`config.mk`:
```
export PLATFORM = sky130hd
export DESIGN_NAME = alarm_bank_flat
export DESIGN_NICKNAME = d
export VERILOG_FILES = /design/src/rtl/alarm_bank_if.sv /design/src/rtl/alarm_bank.sv /design/src/flat_wrapper.sv
export SDC_FILE = /design/constraint.sdc
export NUM_CORES = 1
export LEC_CHECK = 0
export ABC_CLOCK_PERIOD_IN_PS = 5200
export BUFFER_PORTS_ARGS = -buffer_cell sky130_fd_sc_hd__buf_4
export CAP_MARGIN = 20
export CORE_MARGIN = 8
export CORE_UTILIZATION = 50
export CTS_BUF_LIST = sky130_fd_sc_hd__clkbuf_16
export CTS_CLUSTER_DIAMETER = 150
export CTS_CLUSTER_SIZE = 28
export DETAILED_ROUTE_END_ITERATION = 12
export PLACE_DENSITY_LB_ADDON = 0.12
export SYNTH_ARGS = -nofsm -noshare
export SYNTH_HDL_FRONTEND = slang
export SYNTH_SLANG_ARGS = --single-unit
```
`constraint.sdc`:
```
create_clock -name clk1sec -period 5.2 [get_ports clk1sec]
set_input_delay 0.78 -clock clk1sec [delete_from_list [all_inputs] [get_ports clk1sec]]
set_output_delay 0.78 -clock clk1sec [all_outputs]
set_load 0.02 [all_outputs]
```
`src/rtl/alarm_bank_if.sv`:
```
// Alarm engine bus: current time, slot-load port, user buttons and alarm status.
// master drives time/write/buttons; slave (alarm_bank) drives the status outputs.
interface alarm_bank_if #(
  parameter int N_ALARM = 4
) ();
  localparam int IW = (N_ALARM > 1) ? $clog2(N_ALARM) : 1;

  logic [7:0]         year, month, day, hour, minute, second;
  logic               wr_en;
  logic [IW-1:0]      wr_idx;
  logic [47:0]        wr_time;
  logic               wr_arm;
  logic               ack;
  logic               snooze;
  logic               alarm_out;
  logic [IW-1:0]      ring_idx;
  logic [1:0]         state;
  logic [N_ALARM-1:0] armed;
  logic [N_ALARM-1:0] pending;
  logic [7:0]         missed_cnt;

  modport master (
    output year, month, day, hour, minute, second,
    output wr_en, wr_idx, wr_time, wr_arm, ack, snooze,
    input  alarm_out, ring_idx, state, armed, pending, missed_cnt
  );

  modport slave (
    input  year, month, day, hour, minute, second,
    input  wr_en, wr_idx, wr_time, wr_arm, ack, snooze,
    output alarm_out, ring_idx, state, armed, pending, missed_cnt
  );
endinterface

```
`src/rtl/alarm_bank.sv`:
```
// Multi-slot watch alarm: per-slot time compare plus ring/snooze/dismiss FSM.
// Define ALARM_MISSED_LOG_EN to build the saturating missed-ring counter.

// One alarm slot: stored {Y,M,D,h,m,s}; zero date fields are wildcards.
module alarm_slot (
  input  logic        clk1sec,
  input  logic        rst,
  input  logic        we,
  input  logic [47:0] wr_time,
  input  logic [47:0] now,
  output logic        hit,
  output logic        daily
);
  logic [47:0] t;

  always_ff @(posedge clk1sec or negedge rst)
    if (!rst)    t <= '0;
    else if (we) t <= wr_time;

  assign daily = (t[47:24] == 24'd0);
  assign hit   = (t[23:0] == now[23:0])
              && (t[47:40] == 8'd0 || t[47:40] == now[47:40])
              && (t[39:32] == 8'd0 || t[39:32] == now[39:32])
              && (t[31:24] == 8'd0 || t[31:24] == now[31:24]);
endmodule

module alarm_bank #(
  parameter int N_ALARM    = 4,
  parameter int RING_SEC   = 60,
  parameter int SNOOZE_SEC = 300,
  parameter int MAX_SNOOZE = 3
) (
  input  logic         clk1sec,
  input  logic         rst,
  alarm_bank_if.slave  bus
);
  localparam int IW   = (N_ALARM > 1) ? $clog2(N_ALARM) : 1;
  localparam int TMAX = (RING_SEC > SNOOZE_SEC) ? RING_SEC : SNOOZE_SEC;
  localparam int TW   = $clog2(TMAX) + 1;
  localparam int CW   = (MAX_SNOOZE > 0) ? $clog2(MAX_SNOOZE + 1) : 1;

  typedef enum logic [1:0] {S_IDLE = 2'd0, S_RING = 2'd1, S_SNOOZE = 2'd2} state_t;

  state_t             st, st_n;
  logic [TW-1:0]      tmr, tmr_n;
  logic [CW-1:0]      cnt, cnt_n;
  logic [IW-1:0]      ridx, ridx_n, sel;
  logic [N_ALARM-1:0] armed, armed_n, pend, pend_n;
  logic [N_ALARM-1:0] hit, daily, wmask, m_eff, pend_eff, srv_set, rbit;
  logic [47:0]        now;
  logic               abort, leave;

  assign now = {bus.year, bus.month, bus.day, bus.hour, bus.minute, bus.second};

  alarm_slot u_slot [N_ALARM-1:0] (
    .clk1sec (clk1sec),
    .rst     (rst),
    .we      (wmask),
    .wr_time (bus.wr_time),
    .now     (now),
    .hit     (hit),
    .daily   (daily)
  );

  // The slot being written never fires on the write edge; its pending bit drops.
  always_comb begin
    wmask = '0;
    if (bus.wr_en) wmask[bus.wr_idx] = 1'b1;
    rbit = '0;
    rbit[ridx] = 1'b1;
  end

  assign m_eff    = hit & armed & ~wmask;
  assign pend_eff = pend & ~wmask;
  assign srv_set  = (pend_eff != '0) ? pend_eff : m_eff;
  assign abort    = (st != S_IDLE) && bus.wr_en && (bus.wr_idx == ridx);

  always_comb begin
    sel = '0;
    for (int i = N_ALARM - 1; i >= 0; i--)
      if (srv_set[i]) sel = IW'(i);
  end

  always_ff @(posedge clk1sec or negedge rst)
    if (!rst) begin
      st    <= S_IDLE;
      tmr   <= '0;
      cnt   <= '0;
      ridx  <= '0;
      armed <= '0;
      pend  <= '0;
    end else begin
      st    <= st_n;
      tmr   <= tmr_n;
      cnt   <= cnt_n;
      ridx  <= ridx_n;
      armed <= armed_n;
      pend  <= pend_n;
    end

  always_comb begin
    st_n    = st;
    tmr_n   = tmr;
    cnt_n   = cnt;
    ridx_n  = ridx;
    armed_n = armed;
    pend_n  = pend_eff | (m_eff & ~rbit);
    leave   = 1'b0;
    unique case (st)
      S_IDLE: begin
        pend_n = pend_eff;
        if (srv_set != '0) begin
          st_n        = S_RING;
          ridx_n      = sel;
          tmr_n       = TW'(RING_SEC - 1);
          cnt_n       = '0;
          pend_n      = pend_eff | m_eff;
          pend_n[sel] = 1'b0;
        end
      end
      S_RING: begin
        if (bus.ack) begin
          st_n  = S_IDLE;
          leave = 1'b1;
        end else if (bus.snooze && cnt < CW'(MAX_SNOOZE)) begin
          st_n  = S_SNOOZE;
          tmr_n = TW'(SNOOZE_SEC - 1);
          cnt_n = cnt + 1'b1;
        end else if (tmr == '0) begin
          st_n  = S_IDLE;
          leave = 1'b1;
        end else begin
          tmr_n = tmr - 1'b1;
        end
      end
      S_SNOOZE: begin
        if (bus.ack) begin
          st_n  = S_IDLE;
          leave = 1'b1;
        end else if (tmr == '0) begin
          st_n  = S_RING;
          tmr_n = TW'(RING_SEC - 1);
        end else begin
          tmr_n = tmr - 1'b1;
        end
      end
      default: st_n = S_IDLE;
    endcase
    // Rewriting the active slot cancels it quietly; the write decides its armed bit.
    if (abort) begin
      st_n  = S_IDLE;
      leave = 1'b0;
    end
    if (leave && !daily[ridx]) armed_n[ridx] = 1'b0;
    if (bus.wr_en) armed_n[bus.wr_idx] = bus.wr_arm;
  end

  assign bus.alarm_out = (st == S_RING);
  assign bus.state     = st;
  assign bus.ring_idx  = ridx;
  assign bus.armed     = armed;
  assign bus.pending   = pend;

`ifdef ALARM_MISSED_LOG_EN
  logic       missed;
  logic [7:0] missed_q;

  assign missed = (st == S_RING) && !abort && !bus.ack
               && !(bus.snooze && cnt < CW'(MAX_SNOOZE)) && (tmr == '0);

  always_ff @(posedge clk1sec or negedge rst)
    if (!rst)                            missed_q <= 8'd0;
    else if (missed && missed_q != 8'hFF) missed_q <= missed_q + 8'd1;

  assign bus.missed_cnt = missed_q;
`else
  assign bus.missed_cnt = 8'd0;
`endif
endmodule

```
`src/flat_wrapper.sv`:
```
// flat-port wrapper written by rule: the top's interface ports become plain ports
module alarm_bank_flat 
#(
  parameter int N_ALARM    = 4,
  parameter int RING_SEC   = 60,
  parameter int SNOOZE_SEC = 300,
  parameter int MAX_SNOOZE = 3
)
  (clk1sec, rst, bus_year, bus_month, bus_day, bus_hour, bus_minute, bus_second, bus_wr_en, bus_wr_idx, bus_wr_time, bus_wr_arm, bus_ack, bus_snooze, bus_alarm_out, bus_ring_idx, bus_state, bus_armed, bus_pending, bus_missed_cnt);
  alarm_bank_if #(.N_ALARM(N_ALARM)) bus_i ();
  input  logic clk1sec;
  input  logic rst;
  input wire logic [$bits(bus_i.year)-1:0] bus_year;
  input wire logic [$bits(bus_i.month)-1:0] bus_month;
  input wire logic [$bits(bus_i.day)-1:0] bus_day;
  input wire logic [$bits(bus_i.hour)-1:0] bus_hour;
  input wire logic [$bits(bus_i.minute)-1:0] bus_minute;
  input wire logic [$bits(bus_i.second)-1:0] bus_second;
  input wire logic [$bits(bus_i.wr_en)-1:0] bus_wr_en;
  input wire logic [$bits(bus_i.wr_idx)-1:0] bus_wr_idx;
  input wire logic [$bits(bus_i.wr_time)-1:0] bus_wr_time;
  input wire logic [$bits(bus_i.wr_arm)-1:0] bus_wr_arm;
  input wire logic [$bits(bus_i.ack)-1:0] bus_ack;
  input wire logic [$bits(bus_i.snooze)-1:0] bus_snooze;
  output wire logic [$bits(bus_i.alarm_out)-1:0] bus_alarm_out;
  output wire logic [$bits(bus_i.ring_idx)-1:0] bus_ring_idx;
  output wire logic [$bits(bus_i.state)-1:0] bus_state;
  output wire logic [$bits(bus_i.armed)-1:0] bus_armed;
  output wire logic [$bits(bus_i.pending)-1:0] bus_pending;
  output wire logic [$bits(bus_i.missed_cnt)-1:0] bus_missed_cnt;
  assign bus_i.year = bus_year;
  assign bus_i.month = bus_month;
  assign bus_i.day = bus_day;
  assign bus_i.hour = bus_hour;
  assign bus_i.minute = bus_minute;
  assign bus_i.second = bus_second;
  assign bus_i.wr_en = bus_wr_en;
  assign bus_i.wr_idx = bus_wr_idx;
  assign bus_i.wr_time = bus_wr_time;
  assign bus_i.wr_arm = bus_wr_arm;
  assign bus_i.ack = bus_ack;
  assign bus_i.snooze = bus_snooze;
  assign bus_alarm_out = bus_i.alarm_out;
  assign bus_ring_idx = bus_i.ring_idx;
  assign bus_state = bus_i.state;
  assign bus_armed = bus_i.armed;
  assign bus_pending = bus_i.pending;
  assign bus_missed_cnt = bus_i.missed_cnt;
  alarm_bank #(.N_ALARM(N_ALARM), .RING_SEC(RING_SEC), .SNOOZE_SEC(SNOOZE_SEC), .MAX_SNOOZE(MAX_SNOOZE)) u_core (.clk1sec(clk1sec), .rst(rst), .bus(bus_i));
endmodule
```
Word level (Yosys, flattened, before mapping)
Cells that the tools add are included.
{ "op_classes": {"n_bitwise": 11, "n_mux": 44, "reduce_logical": 59, "eq_ne": 27, "addsub": 2, "order_cmp": 7} }
{ "ops": {"columns": ["op", "count"], "rows": [
  ["24-bit equality test", 4],
  ["8-bit equality test", 12],
  ["24-bit logical NOT", 4],
  ["8-bit logical NOT", 12],
  ["10-bit 2-to-1 mux", 6],
  ["10-bit case mux with 3 select lines", 1],
  ["2-bit 2-to-1 mux", 14],
  ["4-bit AND", 6],
  ["4-bit 2-to-1 mux", 6],
  ["1-bit logical AND", 19],
  ["1-bit logical OR", 12],
  ["4-bit inverter", 3],
  ["10-bit logical NOT", 1],
  ["10-bit by 1-bit subtractor with 10-bit output, second input constant", 1],
  ["2-bit by 3-bit less-than comparator with 1-bit output, second input constant", 3],
  ["1-bit 2-to-1 mux", 9],
  ["4-bit OR", 2],
  ["4-bit nonzero test", 2],
  ["1-bit demux with 2-bit select", 3],
  ["2-bit by 1-bit >= comparator with 1-bit output, second input constant", 3],
  ["2-bit case mux with 3 select lines", 1],
  ["5-bit by 2-bit inequality test with 1-bit output, second input constant", 1],
  ["5-bit AND reduction", 1],
  ["4-bit bitwise mux", 1],
  ["other kinds (20)", 23]
]} }
{ "totals": {"regBits": 216, "inputBits": 104, "wordCells": 160, "out_inout_bits": 21} }

Depth between registers and ports, before layout
Gate-level depths: netlist of the first run.
{ "logic_depth": {"ltp_word": 21, "mapped_depth": 11} }

Modules after synthesis
Synthesis of the first run repeated with hierarchy kept, for this count alone.
{ "unflattened": {"cells_unflattened": 932, "area_unflattened_um2": 11426.0} }
{ "by_module_without_submodules": {"columns": ["mod", "cells_per_inst", "area_per_inst_um2", "n_inst", "seq_area_each_um2"], "rows": [
  ["alarm_slot", 177, 2379.8, 4, 1201.2],
  ["alarm_bank", 224, 1906.8, 1, 600.6]
]} }

Worst setup path before layout of the first run
Ideal clock, no wire load.
{ "synth_timing": {"path_type": "input -> register", "start": "in bus_wr_idx[1]", "end": "reg u_core.tmr[0]", "path_slack_ps": 2154, "arrival_ps": 2921, "required_time_ps": 5075, "path_stages": 11, "cell_sequence": "buf_2 -> or3b_1 -> buf_2 -> a22oi_4 -> nand3_2 -> or3_4 -> o21ai_2 -> nor4_1 -> or2_1 -> buf_6 -> mux2_4"} }
{ "synth_via": {"elab_chain_cells": 12, "word_cells_on_any_way": 14} }
{ "synth_lines": {"columns": ["element", "line", "rtl"], "rows": [
  ["from (decl)", "flat_wrapper.sv:20", "input wire logic [$bits(bus_i.wr_idx)-1:0] bus_wr_idx;"],
  ["2-bit by 3-bit less-than comparator with 1-bit output (implied by the code) / 2-bit by 1-bit >= comparator with 1-bit output (equally long branches)", "alarm_bank.sv:68", "if (bus.wr_en) wmask[bus.wr_idx] = 1'b1;"],
  ["1-bit logical AND (implied by the code)", "alarm_bank.sv:68", null],
  ["1-bit 2-to-1 mux (implied by the code)", "alarm_bank.sv:68", null],
  ["1-bit demux with 2-bit select *", null, null],
  ["4-bit 2-to-1 mux *", "alarm_bank.sv:68", null],
  ["4-bit inverter *", "alarm_bank.sv:73, alarm_bank.sv:74", null],
  ["4-bit AND", "alarm_bank.sv:74", "assign pend_eff = pend & ~wmask;"],
  ["4-bit nonzero test", "alarm_bank.sv:75", "assign srv_set = (pend_eff != '0) ? pend_eff : m_eff;"],
  ["4-bit 2-to-1 mux *", "alarm_bank.sv:75", null],
  ["4-bit nonzero test *", "alarm_bank.sv:112", "if (srv_set != '0) begin"],
  ["2-bit by 1-bit inequality test with 1-bit output (no line) *", null, null],
  ["5-bit AND reduction (no line) *", null, null],
  ["to (signal assigned)", "alarm_bank.sv:94", "tmr <= tmr_n;"],
  ["to (decl)", "alarm_bank.sv:45", "logic [TW-1:0] tmr, tmr_n;"]
]} }
Mark *: on every way between the ends. The rest lies on a longest branch, timed or not.
A chain may end at the register's enable or synchronous reset.

Worst setup path after layout of the first run
{ "layout_timing": {"start": "reg u_core.tmr[3]", "end": "reg u_core.tmr[1]"} }
{ "layout_via": {"elab_chain_cells": 4, "word_cells_on_any_way": 6} }
{ "layout_lines": {"columns": ["element", "line", "rtl"], "rows": [
  ["10-bit logical NOT *", "alarm_bank.sv:129, alarm_bank.sv:140", null],
  ["10-bit 2-to-1 mux", "alarm_bank.sv:140", "end else if (tmr == '0) begin"],
  ["10-bit 2-to-1 mux", "alarm_bank.sv:137", "if (bus.ack) begin"],
  ["10-bit case mux with 3 select lines", "alarm_bank.sv:109", "unique case (st)"]
]} }
Mark *: on every way between the ends. The rest lies on a longest branch, timed or not. The select of a mux whose other input is x is not followed.

==> results of run 1 <==
layout make-up:
type / instances / area, µm² / area share
Timing Repair Buffer: 126 / 953.4 / 0.07574
Sequential cell: 216 / 5405 / 0.4294
Inverter: 11 / 41.29 / 0.003280
Multi-Input combinational cell: 754 / 5548 / 0.4407
Clock inverter: 1 / 8.758 / 0.0006958
Tap cell: 285 / 356.6 / 0.02833
Clock buffer: 11 / 275.3 / 0.02187
layout by cell type, fill, tap and decap left out, types with 2 or more instances in the layout:
cell type / instances
sky130_fd_sc_hd__nand2_1: 177
sky130_fd_sc_hd__xnor2_1: 167
sky130_fd_sc_hd__nor4_1: 37
sky130_fd_sc_hd__inv_1: 11
sky130_fd_sc_hd__or2_2: 4
sky130_fd_sc_hd__and3_1: 3
sky130_fd_sc_hd__or4_1: 2
sky130_fd_sc_hd__nand2b_1: 5
sky130_fd_sc_hd__nor3_1: 8
sky130_fd_sc_hd__o21ai_0: 26
sky130_fd_sc_hd__ha_1: 6
sky130_fd_sc_hd__clkbuf_16: 11
sky130_fd_sc_hd__o21ai_1: 4
sky130_fd_sc_hd__nand4_1: 42
sky130_fd_sc_hd__xor2_1: 26
sky130_fd_sc_hd__dfrtp_1: 216
sky130_fd_sc_hd__nand3_2: 2
sky130_fd_sc_hd__o211ai_1: 5
sky130_fd_sc_hd__mux2_2: 145
sky130_fd_sc_hd__o21a_1: 5
sky130_fd_sc_hd__conb_1: 8
sky130_fd_sc_hd__buf_4: 125
sky130_fd_sc_hd__o31ai_1: 9
sky130_fd_sc_hd__or3b_2: 2
sky130_fd_sc_hd__nand3b_1: 2
sky130_fd_sc_hd__a21oi_1: 14
sky130_fd_sc_hd__nor4_2: 2
sky130_fd_sc_hd__or3_1: 3
sky130_fd_sc_hd__o311ai_0: 2
sky130_fd_sc_hd__nor2_1: 17
sky130_fd_sc_hd__nand3_1: 5
sky130_fd_sc_hd__mux2_4: 2
cell usage after synthesis (8+ instances only):
| cell type | n |
|---|---|
| sky130_fd_sc_hd__buf_4 | 8 |
| sky130_fd_sc_hd__xnor2_1 | 167 |
| sky130_fd_sc_hd__xor2_1 | 26 |
| sky130_fd_sc_hd__nand4_1 | 42 |
| sky130_fd_sc_hd__inv_1 | 11 |
| sky130_fd_sc_hd__nor4_1 | 37 |
| sky130_fd_sc_hd__dfrtp_1 | 216 |
| sky130_fd_sc_hd__clkbuf_1 | 47 |
| sky130_fd_sc_hd__mux2_2 | 145 |
| sky130_fd_sc_hd__buf_1 | 8 |
| sky130_fd_sc_hd__o21ai_0 | 26 |
| sky130_fd_sc_hd__nand2_1 | 177 |
| sky130_fd_sc_hd__nor3_1 | 8 |
| sky130_fd_sc_hd__o31ai_1 | 9 |
| sky130_fd_sc_hd__nor2_1 | 17 |
| sky130_fd_sc_hd__a21oi_1 | 14 |
routing by layer:
metal / share of wire / vias up / GRT usage
met5: 0 / - / 0
met4: 0.013 / 0 / 0.03360
met3: 0.044 / 21 / 0.03161
met2: 0.45 / 180 / 0.3245
met1: 0.49 / 3850 / 0.2998
li1: - / 3717 / -
worst max-delay path: stages, from the launching register on:
cell and delay, ns:
sky130_fd_sc_hd__dfrtp_1 0.45, sky130_fd_sc_hd__or3_1 0.45, sky130_fd_sc_hd__or3_1 0.41, sky130_fd_sc_hd__nor4_2 0.33
sky130_fd_sc_hd__a32o_1 0.34, sky130_fd_sc_hd__o21bai_1 0.38, sky130_fd_sc_hd__or2_1 0.48, sky130_fd_sc_hd__mux2_4 0.34
metrics by stage:
stage | total power (W) | std cells | cell area, µm² | setup WS [ns]
6_report | 0.004583 | 1404 | 12590 | 1.925
5_1_grt | 0.004859 | 1404 | 12590 | 1.777
4_1_cts | 0.004628 | 1404 | 12590 | 1.948
3_5_place_dp | 0.003696 | 1392 | 12300 | 1.655
3_3_place_gp | 0.003668 | 1392 | 12300 | 1.675
2_1_floorplan | 0.003245 | 1051 | 11290 | 2.154
cell families after synthesis:
family / count (synthesis) / share of synthesized area
buf+inv: 81 / 0.03099
flops: 216 / 0.4798
other cells: 1 / 0.0003329
compound gates: 80 / 0.04765
xor+xnor: 193 / 0.1500
fa+ha+maj: 6 / 0.006664
mux: 148 / 0.1485
simple gates: 319 / 0.1361
registers in the layout, summed over array words and instances, names as in the netlist:
name,flops
u_core.bus.state,2
u_core.u_slot.t,192
u_core.tmr,10
u_core.bus.armed,4
u_core.bus.pending,4
u_core.bus.ring_idx,2
u_core.cnt,2
path summary, 6_finish.rpt:
check,start,cells after the start,to,slack [ns]
worst min register to register,u_core.u_slot[0].t[22],2,u_core.u_slot[0].t[22],0.50
worst max-delay path,u_core.tmr[3],7,u_core.tmr[1],1.93
worst max register to register,u_core.tmr[3],7,u_core.tmr[1],1.93
worst min-delay path,rst,1,u_core.u_slot[3].t[39],0.44
min in group clk1sec,u_core.u_slot[0].t[22],2,u_core.u_slot[0].t[22],0.50
max in group asynchronous,rst,2,u_core.u_slot[1].t[24],3.57
power breakdown:
part	total, W	switching, W	internal [W]	leakage, nW
clock network	0.000919	0.000530	0.000388	0.140
logic	0.00139	0.000707	0.000684	2.60
registers	0.00227	0.000276	0.00200	2.61
total	0.00458	0.00151	0.00307	5.35
==> results, run 1 <==
- Across the run, the number of max-cap violations was 0.
- Summed over all nets, the half-perimeter wirelength after detailed placement is about 21 mm.
- The clock net in this run drives a total of 216 sinks.
- The die footprint is approximately 28000 µm².
- The clock-pin transition on the worst setup and hold timing paths is 0.11 ns.
- The first-pass iteration count of the detailed router is 5.
- The first-pass GRT wire length is 45.73 mm.
- After global routing the overflow that remains totals 0.
- The detailed-route wire length is 28.47 mm.
- The top fanout value on the critical path is 10.
- The routability congestion estimate is 0.8696.
- Headroom to the max-slew limit came out at 0.2992.
- The quantity of hold-fixing buffers added after cts is 0.
- The startpoint-to-endpoint class of the critical path is register to register.
- The average vias per placed instance is 5.533.
- Setup repair after global routing left no endpoint under its margin.
- Synthesis produced 1044 cells.
- The height of the die is 166.1 µm.
- The count of fill cells added during filler insertion is 1967.
- The number of global-route vias before repair was 8100.
- STA puts the critical path data required time at 5.56 ns.
- The number of pins exceeding their max-slew limit in the final report was 0.
- The flow ran to the end, and the final reports show no timing, DRC or antenna violations.
- In this run the clock root is driven by a sky130_fd_sc_hd__clkbuf_16.
- The synthesized flop and latch total is 216.
- The worst setup skew after layout is between 0.015 and 0.02 ns.
- The initial antenna violation count came to 0.
- Dividing total power by cell area gives a power density of between 300 and 400 nW/µm².
- The transition time of the tightest slew-check pin is 1.051 ns.
- For this run, the total global-route usage over all layers was measured as 0.2060.
- The critical path startpoint category is a register.
- The clock passes through at most 3 buffers.
- The yosys synthesis warning count is 0.
- The final antenna-violating net count is 0.
- Gates resized during post-CTS repair numbered 0.
- The setup-violating endpoint count in the final report is 0.
- The routed layout has just under 8000 vias.
- The final cycle utilization of the critical path is 0.6298.
- The post-synthesis cell area is about 11000 µm².
- For this run, the top clock speed supported by timing is 0.3053 GHz.
- The count of inserted antenna diode cells is 0.
- The number of buffer cells added on primary ports is 116.
- The arrival time reported for the critical path endpoint is 3.64 ns.
- For this design the top-level I/O count stands at 125.
- The layout-stage area growth over the synthesis result is 11.74%.
- After synthesis, the cell types taking the most area are sky130_fd_sc_hd__dfrtp_1 48%, sky130_fd_sc_hd__mux2_2 14%, sky130_fd_sc_hd__xnor2_1 13%.
- The net total in the final layout is 1230.
- In the synthesized netlist the dominant register cell turns out to be sky130_fd_sc_hd__dfrtp_1.
- After detailed routing, the number of remaining DRC violations is 0.
- The pin count of the biggest net entering global routing is 137.
- Measured on the finished design, the core utilization comes to 0.5629.
- Of all cell types, the one taking the most synthesized area is sky130_fd_sc_hd__dfrtp_1.
- The count of unique library cells instantiated by Yosys is 60.
- In this run, synthesis inferred 0 flip-flops with an integrated enable.
- The DRC violation total after the first TritonRoute iteration is 463.
- The initial utilization of the core area, before any placement, comes to 0.5037.
- The fraction of layout cells with a size suffix above 1 is 0.2699.
- The proportion of netlist area held by the largest area contributor is 0.4798.
- The critical path endpoint category is a register.
- The site row count is 55.
- The number of H-tree levels is 1.
- The class of the worst hold path is input port to async pin.
- The total negative slack is 0 ns.
- The average detailed-routed wire length per instance is around 20 µm.
- The TritonCTS buffer count is 11.
- The core region area is 22370 µm².
- The share of flip-flops with an asynchronous set or reset after synthesis is 1.000.
- Across the VDD grid, the largest voltage drop is around 270 µV.
- At the later pin of the worst-skew pair, clock insertion delay measures 0.47 ns.
- The post-route worst hold slack is 0.4369 ns.
- The final hold violation count is 0.
- Dividing the synthesized area by the synthesized cell count gives 10.79 µm².
- The standby leakage power is approximately 5.4 nW.
- The TritonCTS clock tree is done.
- Of the synthesized area, sequential elements account for 0.4798.
- The routed design could run at a clock period as short as 3.275 ns.
- The post-CTS setup repair buffer count is 0.
- The die is 166.1 µm wide.
Power figures use the tool's default switching activity.
==> inputs of run 2 (changes only) <==
Settings changed: ABC_AREA set to 1, ABC_CLOCK_PERIOD_IN_PS 5200 to 3000.
Clock period 5.2 ns to 3 ns, I/O delays scaled along.
==> run 2 against run 1 <==
  * Sequential cell count unchanged
  * Sequential power rose by 70%
  * Die area rose by 7.8%
  * Routed wire length is 19% higher
  * Clock skew grew 0.0092 ns
  * Area after synthesis grew 8.6%
  * Non-clock buffer count is 4 higher
  * Critical path type unchanged
  * Largest cell class unchanged
==> results, run 2 <==
- Counting cells, the worst reg-to-reg path comes to 14.
- The transition time of the tightest slew-check pin is 0.6756 ns.
- Of the post-synthesis cell area, the dominant cell type holds 0.4417.
- The most frequent standard cell in the layout excluding fill and tap cells is sky130_fd_sc_hd__nand2_1.
- Data on the critical path is required at its endpoint by 3.31 ns.
- The die covers 29740 µm².
- The initial antenna violation count was 0.
- For the worst setup path, the data arrival time is ~2.8 ns.
- Together, buffers and inverters on the worst path number 2.
- The global-route track usage on met3 is 0.02968.
- TritonCTS built the clock tree.
- The start point of the worst min-delay path is bus_wr_time[9].
- The first-pass iteration count of the detailed router is 5.
- The count of unique library cells instantiated by Yosys is 46.
- Setup repair after global routing left no endpoint under its margin.
- For this run, the slowest stage of the critical path takes 0.42 ns.
- The site row count is 57.
- CTS saw 216 sinks.
- The average detailed-routed wire length per instance is around 16 µm.
- The critical path runs through a total of 14 cells.
- The deepest clock path buffer count is 3.
- The global-route usage over all layers is 0.2322.
- The met1 track demand over resource is 0.3041.
- The number of I/O pins is 125.
- Synthesis produced 1667 cells.
- The top cell types in the final layout, fill and taps aside, are 565 x sky130_fd_sc_hd__nand2_1, 216 x sky130_fd_sc_hd__dfrtp_1, 209 x sky130_fd_sc_hd__o21ai_0, 205 x sky130_fd_sc_hd__inv_1, 126 x sky130_fd_sc_hd__buf_4.
- The horizontal die dimension is 172.4 µm.
- Counting flops and latches in the post-synthesis netlist gives 216.
- For this design the ratio of total power to cell area is 591.3 nW/µm².
- The class of the worst hold path is input port to register.
- Yosys printed 0 warnings.
- The internal reg-to-reg setup slack is 0.49 ns.
- The routability congestion estimate is 0.9685.
- The most common flop cell mapped by yosys is sky130_fd_sc_hd__dfrtp_1.
- Derived from the worst setup path, the maximum achievable clock frequency is roughly 0.4 GHz.
- The number of pins exceeding their max-slew limit in the final report was 0.
- The detailed-route wire length is 33.84 mm.
- The critical path goes through inv_1 -> ha_1 -> inv_1 -> nor3_1 -> nand3_1 -> nor2_1 -> nand2_1 -> nor2_1 -> nand2_1 -> o22ai_1 -> and3_1 -> nand2_1 -> o21ai_0 -> o21ai_0.
- The number of global-route vias before repair was 10420.
- The clock root buffer master is sky130_fd_sc_hd__clkbuf_16.
- The detail route stage leaves a number of antenna-violating nets equal to 0.
- The critical path endpoint category is a register.
- The post-route cell area is 13640 µm².
- The clock-pin transition on the worst setup and hold timing paths is between 0.1 and 0.15 ns.
- Ranked by total cell area, the synthesized netlist is headed by sky130_fd_sc_hd__dfrtp_1 44%, sky130_fd_sc_hd__nand2_1 17%, sky130_fd_sc_hd__o21ai_0 8.5%.
- The library cell with the highest instance count after synthesis is sky130_fd_sc_hd__nand2_1.
- The synthesized design contains 0 enable-type register cells.
- The post-synthesis average cell area is 7.341 µm².
- For hold timing, the worst endpoint is u_core.u_slot[1].t[9].
- The DRC violation total after the first TritonRoute iteration is between 900 and 1000.
- In this run the tightest slew margin relative to its limit is 0.5496.
- The worst-skew pair later-pin latency is 0.48 ns.
- Between clock sinks in the finished design, the worst skew comes to 0.02687 ns.
- The largest registers in the layout are u_core.u_slot.t: 192 flops, u_core.tmr: 10 flops.
- The height of the die is about 170 µm.
- The worst hold path passes through 3 cells.
- The time the worst path needs with I/O delays and setup is 2.508 ns.
- The startpoint-to-endpoint class of the critical path is register to register.
- The reported max-cap violation count is 0.
- The cell type group with the largest total delay on the critical path is simple AND/OR/NAND/NOR gates.
- The final cell utilization of the core is 0.5642.
- In this run the worst path has a maximum fanout of 4.
- The final hold violation count is 0.
- The slowest stage of the critical path belongs to the cell sky130_fd_sc_hd__dfrtp_1.
- The pin count of the biggest net entering global routing is 80.
- For met2 alone, demand over resource in global routing was 0.3956.
- The net total in the final layout is approximately 1900.
- By count the netlist is led by 565 x sky130_fd_sc_hd__nand2_1, 216 x sky130_fd_sc_hd__dfrtp_1, 209 x sky130_fd_sc_hd__o21ai_0.
- The flow ran to the end, and the final reports show no timing, DRC or antenna violations.
- The reg-to-reg critical path endpoint is u_core.bus.armed[0].
- The count of inserted antenna diode cells is 0.
- The layout-stage area growth over the synthesis result is 11.47%.
- The remaining design rule violation count is 0.
- The half-perimeter wire length after placement is 25.97 mm.
- The share of flip-flops with an asynchronous set or reset after synthesis is 1.000.
- Fill cells in the final layout number between 2000 and 2500.
- The post-CTS setup repair buffer count is 0.
- The most frequent cell on the critical path is sky130_fd_sc_hd__nand2_1.
- The register with the most flip-flops in the layout has approximately 190 of them.
- The largest vdd supply drop is roughly 330 µV.
- After global routing, the most crowded layer is met2.
- CTS built an H-tree with a depth of 1.
- The fraction of layout cells with a size suffix above 1 is 0.1009.
- The start of the worst register-to-register path is u_core.tmr[0].
- Summing all placed instances gives a cell area of around 13000 µm².
- The post-synthesis cell area is about 12000 µm².
- The first global-routing pass estimated ~54 mm of wire.
- The final cycle utilization of the critical path is 0.8360.
- The total overflow reported by the global router is 0.
- The number of buffer cells added on primary ports is 116.
- The register with the most flip-flops in the final layout is u_core.u_slot.t.
- The core region area is 24180 µm².
- The total negative slack is 0 ns.
- The critical path startpoint category is a register.
- The post-synthesis sequential area ratio is 0.4417.
- Using the TritonRoute via totals, the vias-per-cell ratio works out to 5.093.
- The setup-violating endpoint count in the final report is 0.
- The standby leakage power is 6.863 nW.
- The top cell type by total area after synthesis is sky130_fd_sc_hd__dfrtp_1.
- The final route contains 10540 vias.
- The initial standard-cell utilization of the core is 0.5061.
- The TritonCTS buffer count is 11.
## run 2: repair_timing
action / CTS / global route
resized for setup: 0 / 0
setup endpoints to repair: 0 / 0
hold buffers: 1 / 0
endpoints found under the hold margin: 44 / 0
## run 2: worst min-delay path: cells and delay by family
family / cells / cell delay, ns
compound gates: 1 / 0.06
buf+inv: 1 / 0.08
simple gates: 1 / 0.04
## run 2: kinds of logic (layout without fill, tap and decap cells)
kind of cell               count (synthesis)  after routing  share of synthesized area
AOI/OAI and AO/OA                        237            237                     0.1030
xor gates and xnor gates                 114            114                    0.08160
adders and majority gates                  6              6                   0.006135
buffers and inverters                    282            353                    0.09284
DFF                                      216            216                     0.4417
other                                      1              8                  0.0003065
and+or+nand+nor                          811            811                     0.2744
## run 2: layout make-up
type | count | area [µm²] | area share
Multi-Input combinational cell | 1176 | 5743 | 0.4210
Inverter | 211 | 792.0 | 0.05806
Clock buffer | 11 | 275.3 | 0.02018
Sequential cell | 216 | 5405 | 0.3963
Tap cell | 324 | 405.4 | 0.02972
Clock inverter | 1 | 8.758 | 0.0006421
Timing Repair Buffer | 130 | 1011 | 0.07411
## run 2: worst max-delay path by stage
| stage | start | to | slack, ns |
|---|---|---|---|
| final | u_core.tmr[0] | u_core.bus.armed[0] | 0.49 |
| after CTS | u_core.tmr[0] | u_core.bus.armed[0] | 0.46 |
| after global placement | u_core.tmr[0] | u_core.bus.armed[1] | 0.56 |
| after floorplan | u_core.tmr[0] | u_core.bus.armed[3] | 0.89 |
| after global routing | u_core.tmr[0] | u_core.bus.armed[0] | 0.16 |
| after detailed placement | u_core.tmr[0] | u_core.bus.armed[0] | 0.52 |
## run 2: where the power goes
group / total, W / switching, W / internal [W]
clock: 0.00161 / 0.000933 / 0.000674
sequential: 0.00387 / 0.000448 / 0.00342
combinational: 0.00259 / 0.00159 / 0.00100
total: 0.00807 / 0.00297 / 0.00509
## run 2: stage by stage
| step | std cells | power [W] | hold WS, ns | setup slack (ns) |
|---|---|---|---|---|
| floorplan | 1674 | 0.005680 | 0.1544 | 0.8934 |
| global placement | 2056 | 0.006450 | 0.4665 | 0.5612 |
| detailed placement | 2056 | 0.006511 | 0.4703 | 0.5198 |
| CTS | 2069 | 0.008122 | 0.1783 | 0.4595 |
| global route | 2069 | 0.008627 | 0.1858 | 0.1581 |
| finish | 2069 | 0.008066 | 0.1858 | 0.4921 |
## run 2: per-layer routing
metal | vias up | part of all wire
met5 | - | 0
met3 | 56 | 0.056
met2 | 259 | 0.48
met1 | 4907 | 0.44
met4 | 0 | 0.028
li1 | 5316 | -
